**src/rtl/datapath_core.sv**
```systemverilog
// Processor datapath: R0..R6, PC, IR, A, G, ADDR, DOUT around one shared bus, plus the ALU.
// Every register is updated on the rising edge; the bus and the ALU result are combinational.
module datapath_core #(
  parameter int DATA_W = 16,
  parameter int IR_W   = 10
) (
  input  logic              clock,
  input  logic              reset,
  input  logic [DATA_W-1:0] DIN,
  input  logic              IR_in,
  input  logic              ADDR_in,
  input  logic              DOUT_in,
  input  logic              W_D,
  input  logic              A_in,
  input  logic              G_in,
  input  logic              incr_PC,
  input  logic              PC_in,
  input  logic [1:0]        mux_control,
  input  logic [2:0]        ULA_control,
  input  logic [6:0]        register_in,
  input  logic [2:0]        register_out,
  output logic [IR_W-1:0]   IR,
  output logic [DATA_W-1:0] addr,
  output logic [DATA_W-1:0] dout,
  output logic              mem_wr,
  output logic              g_nz,
  output logic [DATA_W-1:0] bus
);

  logic [DATA_W-1:0] r_regs [0:6];
  logic [DATA_W-1:0] r_pc;
  logic [IR_W-1:0]   r_ir;
  logic [DATA_W-1:0] r_a;
  logic [DATA_W-1:0] r_g;
  logic [DATA_W-1:0] r_addr;
  logic [DATA_W-1:0] r_dout;
  logic              r_mem_wr;

  logic [DATA_W-1:0] w_reg_rd;
  logic [DATA_W-1:0] w_bus;
  logic [DATA_W-1:0] w_alu;

  // Index 7 of the read port aliases the PC so MOV can copy it into a general register.
  // NOTE: every signal written in always_comb gets a default first, so no path leaves it unassigned and no latch is inferred.
  always_comb begin
    w_reg_rd = r_pc;
    case (register_out)
      3'd0:    w_reg_rd = r_regs[0];
      3'd1:    w_reg_rd = r_regs[1];
      3'd2:    w_reg_rd = r_regs[2];
      3'd3:    w_reg_rd = r_regs[3];
      3'd4:    w_reg_rd = r_regs[4];
      3'd5:    w_reg_rd = r_regs[5];
      3'd6:    w_reg_rd = r_regs[6];
      default: w_reg_rd = r_pc;
    endcase
  end

  always_comb begin
    w_bus = DIN;
    case (mux_control)
      2'b00:   w_bus = DIN;
      2'b01:   w_bus = w_reg_rd;
      2'b10:   w_bus = r_pc;
      default: w_bus = r_g;
    endcase
  end

  // Shifts use only the low four bus bits; carry and borrow fall off the top.
  always_comb begin
    w_alu = w_bus;
    case (ULA_control)
      3'b000:  w_alu = r_a + w_bus;
      3'b001:  w_alu = r_a - w_bus;
      3'b010:  w_alu = r_a | w_bus;
      3'b011:  w_alu = ($signed(r_a) < $signed(w_bus)) ? DATA_W'(1) : '0;
      3'b100:  w_alu = r_a << w_bus[3:0];
      3'b101:  w_alu = r_a >> w_bus[3:0];
      default: w_alu = w_bus;
    endcase
  end

  // NOTE: state uses non-blocking assignments, so G_in and A_in in the same cycle see the old A,
  // and a register read and written together drives its old value on the bus.
  always_ff @(posedge clock) begin
    if (reset) begin
      // NOTE: the register file is reset element by element because software relies on R0..R6 starting at zero.
      for (int k = 0; k < 7; k++) r_regs[k] <= '0;
      r_pc     <= '0;
      r_ir     <= '0;
      r_a      <= '0;
      r_g      <= '0;
      r_addr   <= '0;
      r_dout   <= '0;
      r_mem_wr <= 1'b0;
    end else begin
      for (int k = 0; k < 7; k++) begin
        if (register_in[k]) r_regs[k] <= w_bus;
      end
      if (PC_in)        r_pc <= w_bus;
      else if (incr_PC) r_pc <= r_pc + DATA_W'(1);
      if (IR_in)   r_ir   <= DIN[IR_W-1:0];
      if (A_in)    r_a    <= w_bus;
      if (G_in)    r_g    <= w_alu;
      if (ADDR_in) r_addr <= w_bus;
      if (DOUT_in) r_dout <= w_bus;
      r_mem_wr <= W_D;
    end
  end

  assign IR     = r_ir;
  assign addr   = r_addr;
  assign dout   = r_dout;
  assign mem_wr = r_mem_wr;
  assign g_nz   = |r_g;
  assign bus    = w_bus;

endmodule

```
**config.mk**
```make
export PLATFORM = sky130hd
export DESIGN_NAME = datapath_core
export DESIGN_NICKNAME = d
export VERILOG_FILES = /design/src/rtl/datapath_core.sv
export SDC_FILE = /design/constraint.sdc
export NUM_CORES = 1
export LEC_CHECK = 0
export CAP_MARGIN = 20
export CORE_UTILIZATION = 25
export CTS_CLUSTER_SIZE = 30
export DETAILED_ROUTE_END_ITERATION = 7
export MAX_ROUTING_LAYER = met4
export PLACE_DENSITY_LB_ADDON = 0.12
export SYNTH_ARGS = -nofsm -noshare
export SYNTH_HDL_FRONTEND = slang
export SYNTH_SLANG_ARGS = --single-unit
```
**constraint.sdc**
```tcl
create_clock -name clock -period 11.1 [get_ports clock]
set_clock_uncertainty 0.1 [all_clocks]
set_input_delay 2.22 -clock clock [delete_from_list [all_inputs] [get_ports clock]]
set_output_delay 2.22 -clock clock [all_outputs]
set_load 0.005 [all_outputs]
```
==> impl_metrics.py, run 1 <==
metrics = {
    "detailed_routing": {
        "vias": 10500,
        "drt_iter0_drc": 1086,
        "first_pass_iters": 8,
        "wirelength_um": 50400,
        "routed_via_density": 5.12,
        "antenna_left": 0,
        "drc": 2,
        "wire_per_inst_um": 24.5,
    },
    "final_layout": {
        "nets": 1460,
        "drive_above_1_share": 0.0791,
        "fin_util": 0.302,
        "fillers": 5265,
        "area_growth_pct": 19.4,
        "diodes": 0,
    },
    "floorplan": {
        "io_pins": 101,
        "start_util": 0.253,
        "rows": 81,
        "dieArea_mm2": 0.0504,
        "die_w_um": 224,
        "die_h_um": 224,
        "design.core.area_mm2": 0.0488,
    },
    "sta": {
        "relSlewSlack": 0.402,
        "drv_slew": 0,
        "period_minus_slack_ps": 8060,
        "finalHoldViolCount": 0,
        "period_share": 0.726,
        "tightestPinTransition_ps": 895,
        "tns_ps": 0,
        "setup_viol": 0,
        "whs_ps": 383,
        "grt_setup_unrepaired": "no",
        "fmax_ghz": 0.124,
    },
    "synthesis": {
        "yosysWarningCount": 0,
        "syn_area_mm2": 0.0124,
        "synth_area_leaders": "edfxtp_1 27%, dfxtp_1 15%, mux2i_1 7.8%",
        "synth_commonest_cells": "176 x nor2_1, 112 x edfxtp_1, 98 x and2_1, 97 x mux2i_1, 91 x dfxtp_1",
        "synth_edf_count": 112,
        "synth_largest_area_cell": "edfxtp_1",
        "postSynthAreaPerCell_um2": 9.51,
        "synth_seq_cells": 203,
        "synth-async-reset-ratio": 0,
        "synth.area.mux_share": 0.114,
        "synth.most_common_cell": "nor2_1",
        "synthCells": 1301,
        "synth_top_area_share": 0.272,
        "synth_nets": 1392,
        "seq_area_frac_synth": 0.419,
        "synth-simple-area-share": 0.176,
        "synth_top_flop_cell": "edfxtp_1",
        "synth_xor_area_frac": 0.0191,
        "synth_top_family_by_area": "simple AND/OR/NAND/NOR gates",
        "synth_compound_area_frac": 0.169,
        "synthAdderAreaFrac": 0.0518,
        "synth_cell_types": 74,
    },
    "clock_tree": {
        "cts_resized": 0,
        "clk_latency_ps": 570,
        "path_clk_slew_ps": 60,
        "cts_buffers": 27,
        "max-clock-path-buffers": 3,
        "cts_num_sinks": 203,
        "post_cts_buffers": 0,
        "htreeDepth": 1,
        "cts-root-buf": "clkbuf_16",
        "cts_hold_buffers": 0,
        "cts_tree": "built",
    },
    "power": {
        "power_density_mw_per_mm2": 152,
        "finalPower_mw": 2.25,
        "ir_drop_uv": 107,
        "leakagePower_nw": 5.61,
    },
    "global_route": {
        "grt_pass1_wl_um": 74000,
        "track_usage": 0.207,
        "antenna_found_initial": 0,
        "grt_max_degree": 65,
        "grt-ovfl-total": 0,
        "grt_pass1_vias": 10400,
    },
    "outcome": {
        "outcome": "finished, violations left",
        "violations": "DRC",
    },
    "setup_path": {
        "crit_fanout": 42,
        "required_ps": 8780,
        "r2r_cells": 16,
        "critPathLaunchType": "input port",
        "cp.arrival_ps": 5740,
        "cp-end-kind": "primary output",
        "path_class": "input port to primary output",
    },
    "place": {
        "gp_congestion": 0.954,
        "dp.final_hpwl_um": 35500,
        "port_buffers": 100,
    },
    "worst_hold_path": {
        "holdPathStages": 2,
        "min_path_type": "flop to flop",
    },
    "job": {
        "drv_cap": 0,
    },
}
[flip-flops by register name, indices dropped and copies added, names as in the netlist]
name	count
r_regs	112
mem_wr	1
addr	16
r_a	16
r_pc	16
dout	16
r_g	16
IR	10
[final cells by class]
type | instances | area [µm²] | share of cell area
Sequential cell | 203 | 5180 | 0.351
Timing Repair Buffer | 122 | 1180 | 0.0801
Tap cell | 664 | 831 | 0.0562
Clock buffer | 37 | 713 | 0.0483
Inverter | 57 | 214 | 0.0145
Clock inverter | 13 | 87.6 | 0.00593
Multi-Input combinational cell | 958 | 6560 | 0.444
[per-stage QoR]
step | setup slack (ps) | area [µm²] | std cells
finish | 3040 | 14800 | 2054
global route | 2830 | 14800 | 2054
CTS | 3060 | 14700 | 2052
detailed placement | 2980 | 13900 | 2002
global placement | 3020 | 13900 | 2002
floorplan | 4580 | 12400 | 1301
[power by group]
group	switching [mW]	internal, mW
Clock	0.363	0.452
Sequential	0.0444	0.856
Combinational	0.335	0.199
[cells by family after synthesis]
group / count (synthesis)
xor gates and xnor gates: 27
adders and majority gates: 50
and+or+nand+nor: 457
AOI/OAI and AO/OA: 302
muxes: 122
DFF: 203
buffers and inverters: 140
[layer usage]
| metal | wire length (µm) | share of wire | global-route usage |
|---|---|---|---|
| met5 | 0 | 0 | - |
| met2 | 22700 | 0.45 | 0.312 |
| met3 | 2550 | 0.051 | 0.0263 |
| met1 | 23500 | 0.47 | 0.285 |
| met4 | 1620 | 0.032 | 0.0696 |
[critical path, stage by stage]
cell and delay [ps]:
buf_2 570, buf_4 450, mux2i_1 120, o32ai_1 440
o221ai_1 230, and2_2 240, buf_4 290, inv_2 480
clkdlybuf4s50_1 620
[path summary, 6_finish.rpt]
kind	start	to	slack [ps]
worst max-delay path	register_out[0]	bus[0]	3040
worst min-delay path	dout[1]$_SDFFE_PP0P_	dout[1]$_SDFFE_PP0P_	380
worst max register to register	r_regs[0][0]$_SDFFCE_PN0P_	r_g[15]$_SDFFE_PP0P_	5900
worst min register to register	dout[1]$_SDFFE_PP0P_	dout[1]$_SDFFE_PP0P_	380
[cell usage in the layout, fill, tap and decap left out, types with 9 or more instances in the layout]
cell type | synthesis | routed
clkbuf_1 | 46 | 10
or2_2 | 9 | 9
nor2_1 | 176 | 176
buf_4 | 9 | 21
nand3_1 | 16 | 16
nor3_1 | 23 | 23
o22ai_1 | 20 | 20
ha_1 | 48 | 48
nor4_1 | 9 | 9
clkbuf_16 | 0 | 28
a21oi_1 | 54 | 54
mux4_2 | 14 | 14
mux2i_1 | 97 | 97
inv_1 | 50 | 50
o21ai_0 | 55 | 55
o211ai_1 | 12 | 12
nand2_1 | 81 | 81
a211oi_1 | 50 | 50
xnor2_1 | 21 | 21
dfxtp_1 | 91 | 91
and2_1 | 98 | 97
mux2_2 | 10 | 10
edfxtp_1 | 112 | 112
a22oi_1 | 10 | 10
or3_1 | 9 | 9
o221ai_1 | 15 | 15
clkdlybuf4s50_1 | 0 | 98
Note: power is estimated with default switching activity, not from simulation.
==> inputs of run 2 (changes only) <==
Clock period 11.1 ns to 7.8 ns, I/O delays scaled along.
==> run 2 against run 1 <==
Effect of this change:
- the run now ends clean
- die area unchanged
- critical path depth up 2
- wire length up 1.4%
- sequential share of layout area down 0.37 points
- register-to-register slack worse by 3100 ps
- sequential power up 42%
- via count up 0.75%
- critical path type unchanged
==> impl_metrics.py, run 2 (synthesis gave the netlist of run 1 again) <==
metrics = {
    "global_route": {
        "track_usage": 0.207,
        "grt_max_degree": 73,
        "grt-ovfl-total": 0,
        "grt_pass1_vias": 10300,
        "grt_pass1_wl_um": 74600,
        "antenna_found_initial": 0,
    },
    "sta": {
        "tightestPinTransition_ps": 905,
        "grt_setup_unrepaired": "no",
        "relSlewSlack": 0.397,
        "finalHoldViolCount": 0,
        "setup_viol": 0,
        "period_minus_slack_ps": 6890,
        "drv_slew": 0,
        "fmax_ghz": 0.145,
        "period_share": 0.884,
        "tns_ps": 0,
        "fin_ws_ps": 905,
        "whs_ps": 388,
    },
    "power": {
        "ir_drop_uv": 163,
        "power_density_mw_per_mm2": 217,
        "finalPower_mw": 3.23,
        "leakagePower_nw": 5.70,
    },
    "final_layout": {
        "seq_area_mm2": 0.00518,
        "final_cell_mix": "176 x nor2_1, 112 x edfxtp_1, 98 x clkdlybuf4s50_1",
        "largest_register_ffs": 112,
        "area_growth_pct": 20.7,
        "layout.cells.non_filler": 2071,
        "largest_register": "r_regs",
        "diodes": 0,
        "nets": 1478,
        "fin_util": 0.306,
        "multi_input_area_mm2": 0.00656,
        "fin_area_mm2": 0.0149,
        "drive_above_1_share": 0.0903,
        "final_common_cell": "nor2_1",
        "fillers": 5158,
    },
    "place": {
        "dp_cells": 2021,
        "gp_congestion": 0.915,
        "dp.final_hpwl_um": 36700,
        "port_buffers": 100,
        "place_area_mm2": 0.0141,
        "dp_slack_ps": 628,
    },
    "job": {
        "drv_cap": 0,
    },
    "detailed_routing": {
        "drt_iter0_drc": 884,
        "first_pass_iters": 7,
        "wirelength_um": 51100,
        "drc": 0,
        "vias": 10600,
        "routed_via_density": 5.11,
        "wire_per_inst_um": 24.7,
        "antenna_left": 0,
    },
    "worst_hold_path": {
        "min_path_type": "flop to flop",
    },
    "setup_path": {
        "slowest_delay_ps": 1010,
        "cp.arrival_ps": 5230,
        "crit_fanout": 17,
        "path_class": "input port to primary output",
        "crit_chain": "clkdlybuf4s50_1, buf_4, mux2i_1, nor2_1, a311oi_1, a31oi_1, a21oi_1, o311ai_0, o21ai_1, inv_1, clkdlybuf4s50_1",
        "crit_top_cell": "clkdlybuf4s50_1",
        "critPathLaunchType": "input port",
        "cp-end-kind": "primary output",
        "required_ps": 6140,
        "slowest_stage": "clkdlybuf4s50_1",
    },
    "clock_tree": {
        "cts_num_sinks": 203,
        "clk_latency_ps": 560,
        "post_cts_buffers": 0,
        "cts-root-buf": "clkbuf_16",
        "path_clk_slew_ps": 60,
        "cts_resized": 0,
        "cts_buffers": 26,
        "htreeDepth": 1,
        "cts_tree": "built",
        "cts_hold_buffers": 0,
        "max-clock-path-buffers": 3,
    },
    "floorplan": {
        "dieArea_mm2": 0.0504,
        "die_w_um": 224,
        "die_h_um": 224,
        "io_pins": 101,
        "rows": 81,
        "design.core.area_mm2": 0.0488,
        "start_util": 0.253,
    },
    "outcome": {
        "outcome": "completed",
    },
}
[run 2: cell types whose count changed in the layout (fill, tap and decap cells not counted)]
cell,delta
bufinv_16,+1
buf_4,+18
clkinv_4,-2
clkinv_2,+1
clkinv_8,+1
clkbuf_16,-2
inv_6,-2
clkinv_1,+1
clkbuf_1,-1
buf_16,+2
[run 2: critical path: cells and delay by family]
family,cells,cell delay (ps)
mux,1,200
buf+inv,4,2170
simple gates,1,50
compound gates,5,1220
[run 2: routing by layer]
layer  vias to the layer above  track usage  part of all wire
met3                        69       0.0261             0.050
met5                         -            -                 0
met4                         0       0.0538             0.023
li1                       4906            -                 -
met2                       341        0.314              0.45
met1                      5274        0.290              0.48
[run 2: final cells by class]
type                            instances  area share
Inverter                               57      0.0143
Multi-Input combinational cell        958       0.439
Clock inverter                         13     0.00721
Clock buffer                           35      0.0458
Tap cell                              664      0.0556
Timing Repair Buffer                  141      0.0903
Sequential cell                       203       0.347
[run 2: worst paths after layout]
path,from,to,slack (ps),cells past startpoint
worst max register to register,r_regs[4][7]$_SDFFCE_PN0P_,r_g[9]$_SDFFE_PP0P_,2850,17
worst max-delay path,register_out[1],bus[8],910,11
worst min register to register,addr[3]$_SDFFE_PP0P_,addr[3]$_SDFFE_PP0P_,390,2
worst min-delay path,addr[3]$_SDFFE_PP0P_,addr[3]$_SDFFE_PP0P_,390,2
[run 2: power by group]
part | switching, mW | internal (mW) | leakage (nW)
combinational | 0.497 | 0.298 | 3.34
clock | 0.512 | 0.650 | 0.375
sequential | 0.0587 | 1.22 | 1.99
==> inputs of run 3 (changes only) <==
Settings changed: CORE_ASPECT_RATIO set to 1.25, CTS_BUF_LIST set to sky130_fd_sc_hd__clkbuf_4 sky130_fd_sc_hd__clkbuf_8, DONT_BUFFER_PORTS set to 1.
==> run 3 against run 2 <==
Effect of this change:
- critical path depth is 5 higher
- register-to-register slack is essentially flat
- count of clock-buffer cells in the layout increased by 25
- clock power is 3% higher
- highest routed layer unchanged
==> impl_metrics.py, run 3 (synthesis gave the netlist of run 1 again) <==
metrics = {
    "outcome": {
        "outcome": "completed",
    },
    "place": {
        "dp_slack_ps": 1520,
        "port_buffers": 0,
        "gp_congestion": 0.933,
        "dp.final_hpwl_um": 34500,
        "place_area_mm2": 0.0128,
    },
    "floorplan": {
        "io_pins": 101,
        "start_util": 0.255,
        "die_h_um": 251,
        "die_w_um": 201,
        "dieArea_mm2": 0.0504,
        "rows": 90,
        "design.core.area_mm2": 0.0485,
    },
    "setup_path": {
        "crit_chain": "mux2_2, a221oi_1, a21oi_1, o22a_1, mux4_2, inv_1, ha_1, o21ai_0, a2111oi_0, o21ai_0, nor2b_1, xnor2_1, nand2_1, o21ai_0, a2111oi_0, a211oi_1",
        "crit_fanout": 34,
        "slowest_stage": "a2111oi_0",
        "critPathLaunchType": "input port",
        "ff2ff_setup_slack_ps": 2850,
        "critPathTopFamily": "compound AO/OA/AOI/OAI gates",
        "path_class": "input port to flop",
        "required_ps": 8150,
        "r2r_cells": 16,
        "cp-end-kind": "flop",
        "cp_num_buf_inv": 1,
        "cp.depth": 16,
        "slowest_delay_ps": 760,
        "crit_top_cell": "o21ai_0",
        "timing.rr.end": "r_g[9]$_SDFFE_PP0P_",
        "cp.arrival_ps": 6030,
        "r2r-start": "r_regs[2][5]$_SDFFCE_PN0P_",
    },
    "global_route": {
        "grt_max_degree": 116,
        "track_usage": 0.200,
        "antenna_found_initial": 4,
        "grt_pass1_vias": 10100,
        "grt-ovfl-total": 0,
        "grt_pass1_wl_um": 71800,
    },
    "sta": {
        "grt_setup_unrepaired": "no",
        "period_share": 0.728,
        "period_minus_slack_ps": 5680,
        "fin_ws_ps": 2120,
        "fmax_ghz": 0.176,
        "drv_slew": 0,
        "relSlewSlack": 0.349,
        "setup_viol": 0,
        "tightestPinTransition_ps": 952,
        "finalHoldViolCount": 0,
        "tns_ps": 0,
    },
    "power": {
        "p_switching_uw": 960,
        "swShare": 0.311,
        "clkPwrFrac": 0.390,
        "intPower_mw": 2.13,
        "ir_drop_uv": 96.6,
        "p_comb_frac": 0.194,
        "p_seq_frac": 0.416,
        "leakagePower_nw": 5.25,
        "power_density_mw_per_mm2": 225,
    },
    "final_layout": {
        "largest_register_ffs": 112,
        "largest_register": "r_regs",
        "drive_above_1_share": 0.101,
        "nets": 1362,
        "final_cell_mix": "176 x nor2_1, 112 x edfxtp_1, 97 x mux2i_1, 97 x and2_1, 91 x dfxtp_1",
        "fin_area_mm2": 0.0137,
        "fillers": 5172,
        "fin_util": 0.283,
        "final_common_cell": "nor2_1",
        "area_growth_pct": 11.0,
    },
    "detailed_routing": {
        "routed_via_density": 5.16,
        "wire_per_inst_um": 25.2,
        "antenna_left": 0,
        "first_pass_iters": 5,
        "drt_iter0_drc": 657,
        "wirelength_um": 49200,
        "vias": 10100,
        "drc": 0,
    },
    "worst_hold_path": {
        "holdPathEnd": "r_g[8]$_SDFFE_PP0P_",
        "hold_start": "r_g[8]$_SDFFE_PP0P_",
        "holdPathStages": 2,
        "min_path_type": "flop to flop",
    },
    "clock_tree": {
        "max-clock-path-buffers": 3,
        "cts_tree": "built",
        "path_clk_slew_ps": 60,
        "cts_hold_buffers": 0,
        "cts-root-buf": "clkbuf_8",
        "htreeDepth": 2,
        "cts_buffers": 41,
        "post_cts_buffers": 0,
        "clk_latency_ps": 610,
        "cts_resized": 0,
        "cts_num_sinks": 203,
    },
    "job": {
        "drv_cap": 0,
    },
}
-- run 3: changes by cell type in the layout (fill, tap and decap cells not counted), moves of 3 or more --
| cell | previous run | this run |
|---|---|---|
| clkbuf_8 | 0 | 48 |
| clkdlybuf4s50_1 | 98 | 0 |
| clkbuf_16 | 26 | 0 |
| clkbuf_1 | 9 | 0 |
| clkbuf_4 | 0 | 12 |
| diode_2 | 0 | 4 |
| clkinv_2 | 3 | 6 |
| buf_4 | 39 | 10 |
-- run 3: per-layer routing --
layer	up-vias	routed length, µm	part of all wire	track usage
met2	290	25000	0.51	0.343
met3	108	2830	0.058	0.0440
met5	-	0	0	-
met1	4990	19600	0.40	0.225
met4	0	1800	0.037	0.0831
li1	4682	-	-	-
-- run 3: layout make-up --
| class | instances | area [µm²] | area share |
|---|---|---|---|
| Clock inverter | 14 | 130 | 0.00948 |
| Multi-Input combinational cell | 958 | 6560 | 0.478 |
| Sequential cell | 203 | 5180 | 0.378 |
| Timing Repair Buffer | 10 | 75.1 | 0.00547 |
| Tap cell | 644 | 806 | 0.0587 |
| Clock buffer | 60 | 751 | 0.0547 |
| Inverter | 57 | 214 | 0.0156 |
| Antenna cell | 4 | 10.0 | 0.000729 |
-- run 3: worst reg2reg max path, delay by kind of cell (launching register included) --
| family | cells | cell delay [ps] |
|---|---|---|
| flops | 1 | 350 |
| mux | 2 | 890 |
| buf+inv | 1 | 210 |
| compound gates | 9 | 2550 |
| xor+xnor | 1 | 130 |
| fa+ha+maj | 1 | 270 |
| simple gates | 2 | 350 |
-- run 3: worst max path at each step --
stage,from,endpoint,slack (ps)
6_report,register_out[1],r_g[9]$_SDFFE_PP0P_,2120
5_1_grt,register_out[2],r_g[9]$_SDFFE_PP0P_,1780
4_1_cts,register_out[2],r_g[9]$_SDFFE_PP0P_,2160
3_5_place_dp,register_out[2],r_g[9]$_SDFFE_PP0P_,1520
3_3_place_gp,register_out[2],r_g[9]$_SDFFE_PP0P_,1560
2_1_floorplan,register_out[0],r_g[15]$_SDFFE_PP0P_,2160
-- run 3: through the flow --
| step | total power [mW] | std cells | hold WS (ps) |
|---|---|---|---|
| finish | 3.09 | 1950 | 416 |
| CTS | 3.14 | 1946 | 408 |
| global route | 3.24 | 1950 | 437 |
| floorplan | 1.74 | 1301 | 342 |
| global placement | 1.91 | 1872 | 401 |
| detailed placement | 1.91 | 1872 | 393 |
-- run 3: power groups by stage --
| stage | clock, mW | sequential [mW] | combinational [mW] |
|---|---|---|---|
| 2_1_floorplan | 0 | 1.27 | 0.465 |
| 3_3_place_gp | 0 | 1.31 | 0.601 |
| 3_5_place_dp | 0 | 1.31 | 0.599 |
| 4_1_cts | 1.25 | 1.29 | 0.601 |
| 5_1_grt | 1.29 | 1.29 | 0.658 |
| 6_report | 1.20 | 1.28 | 0.600 |
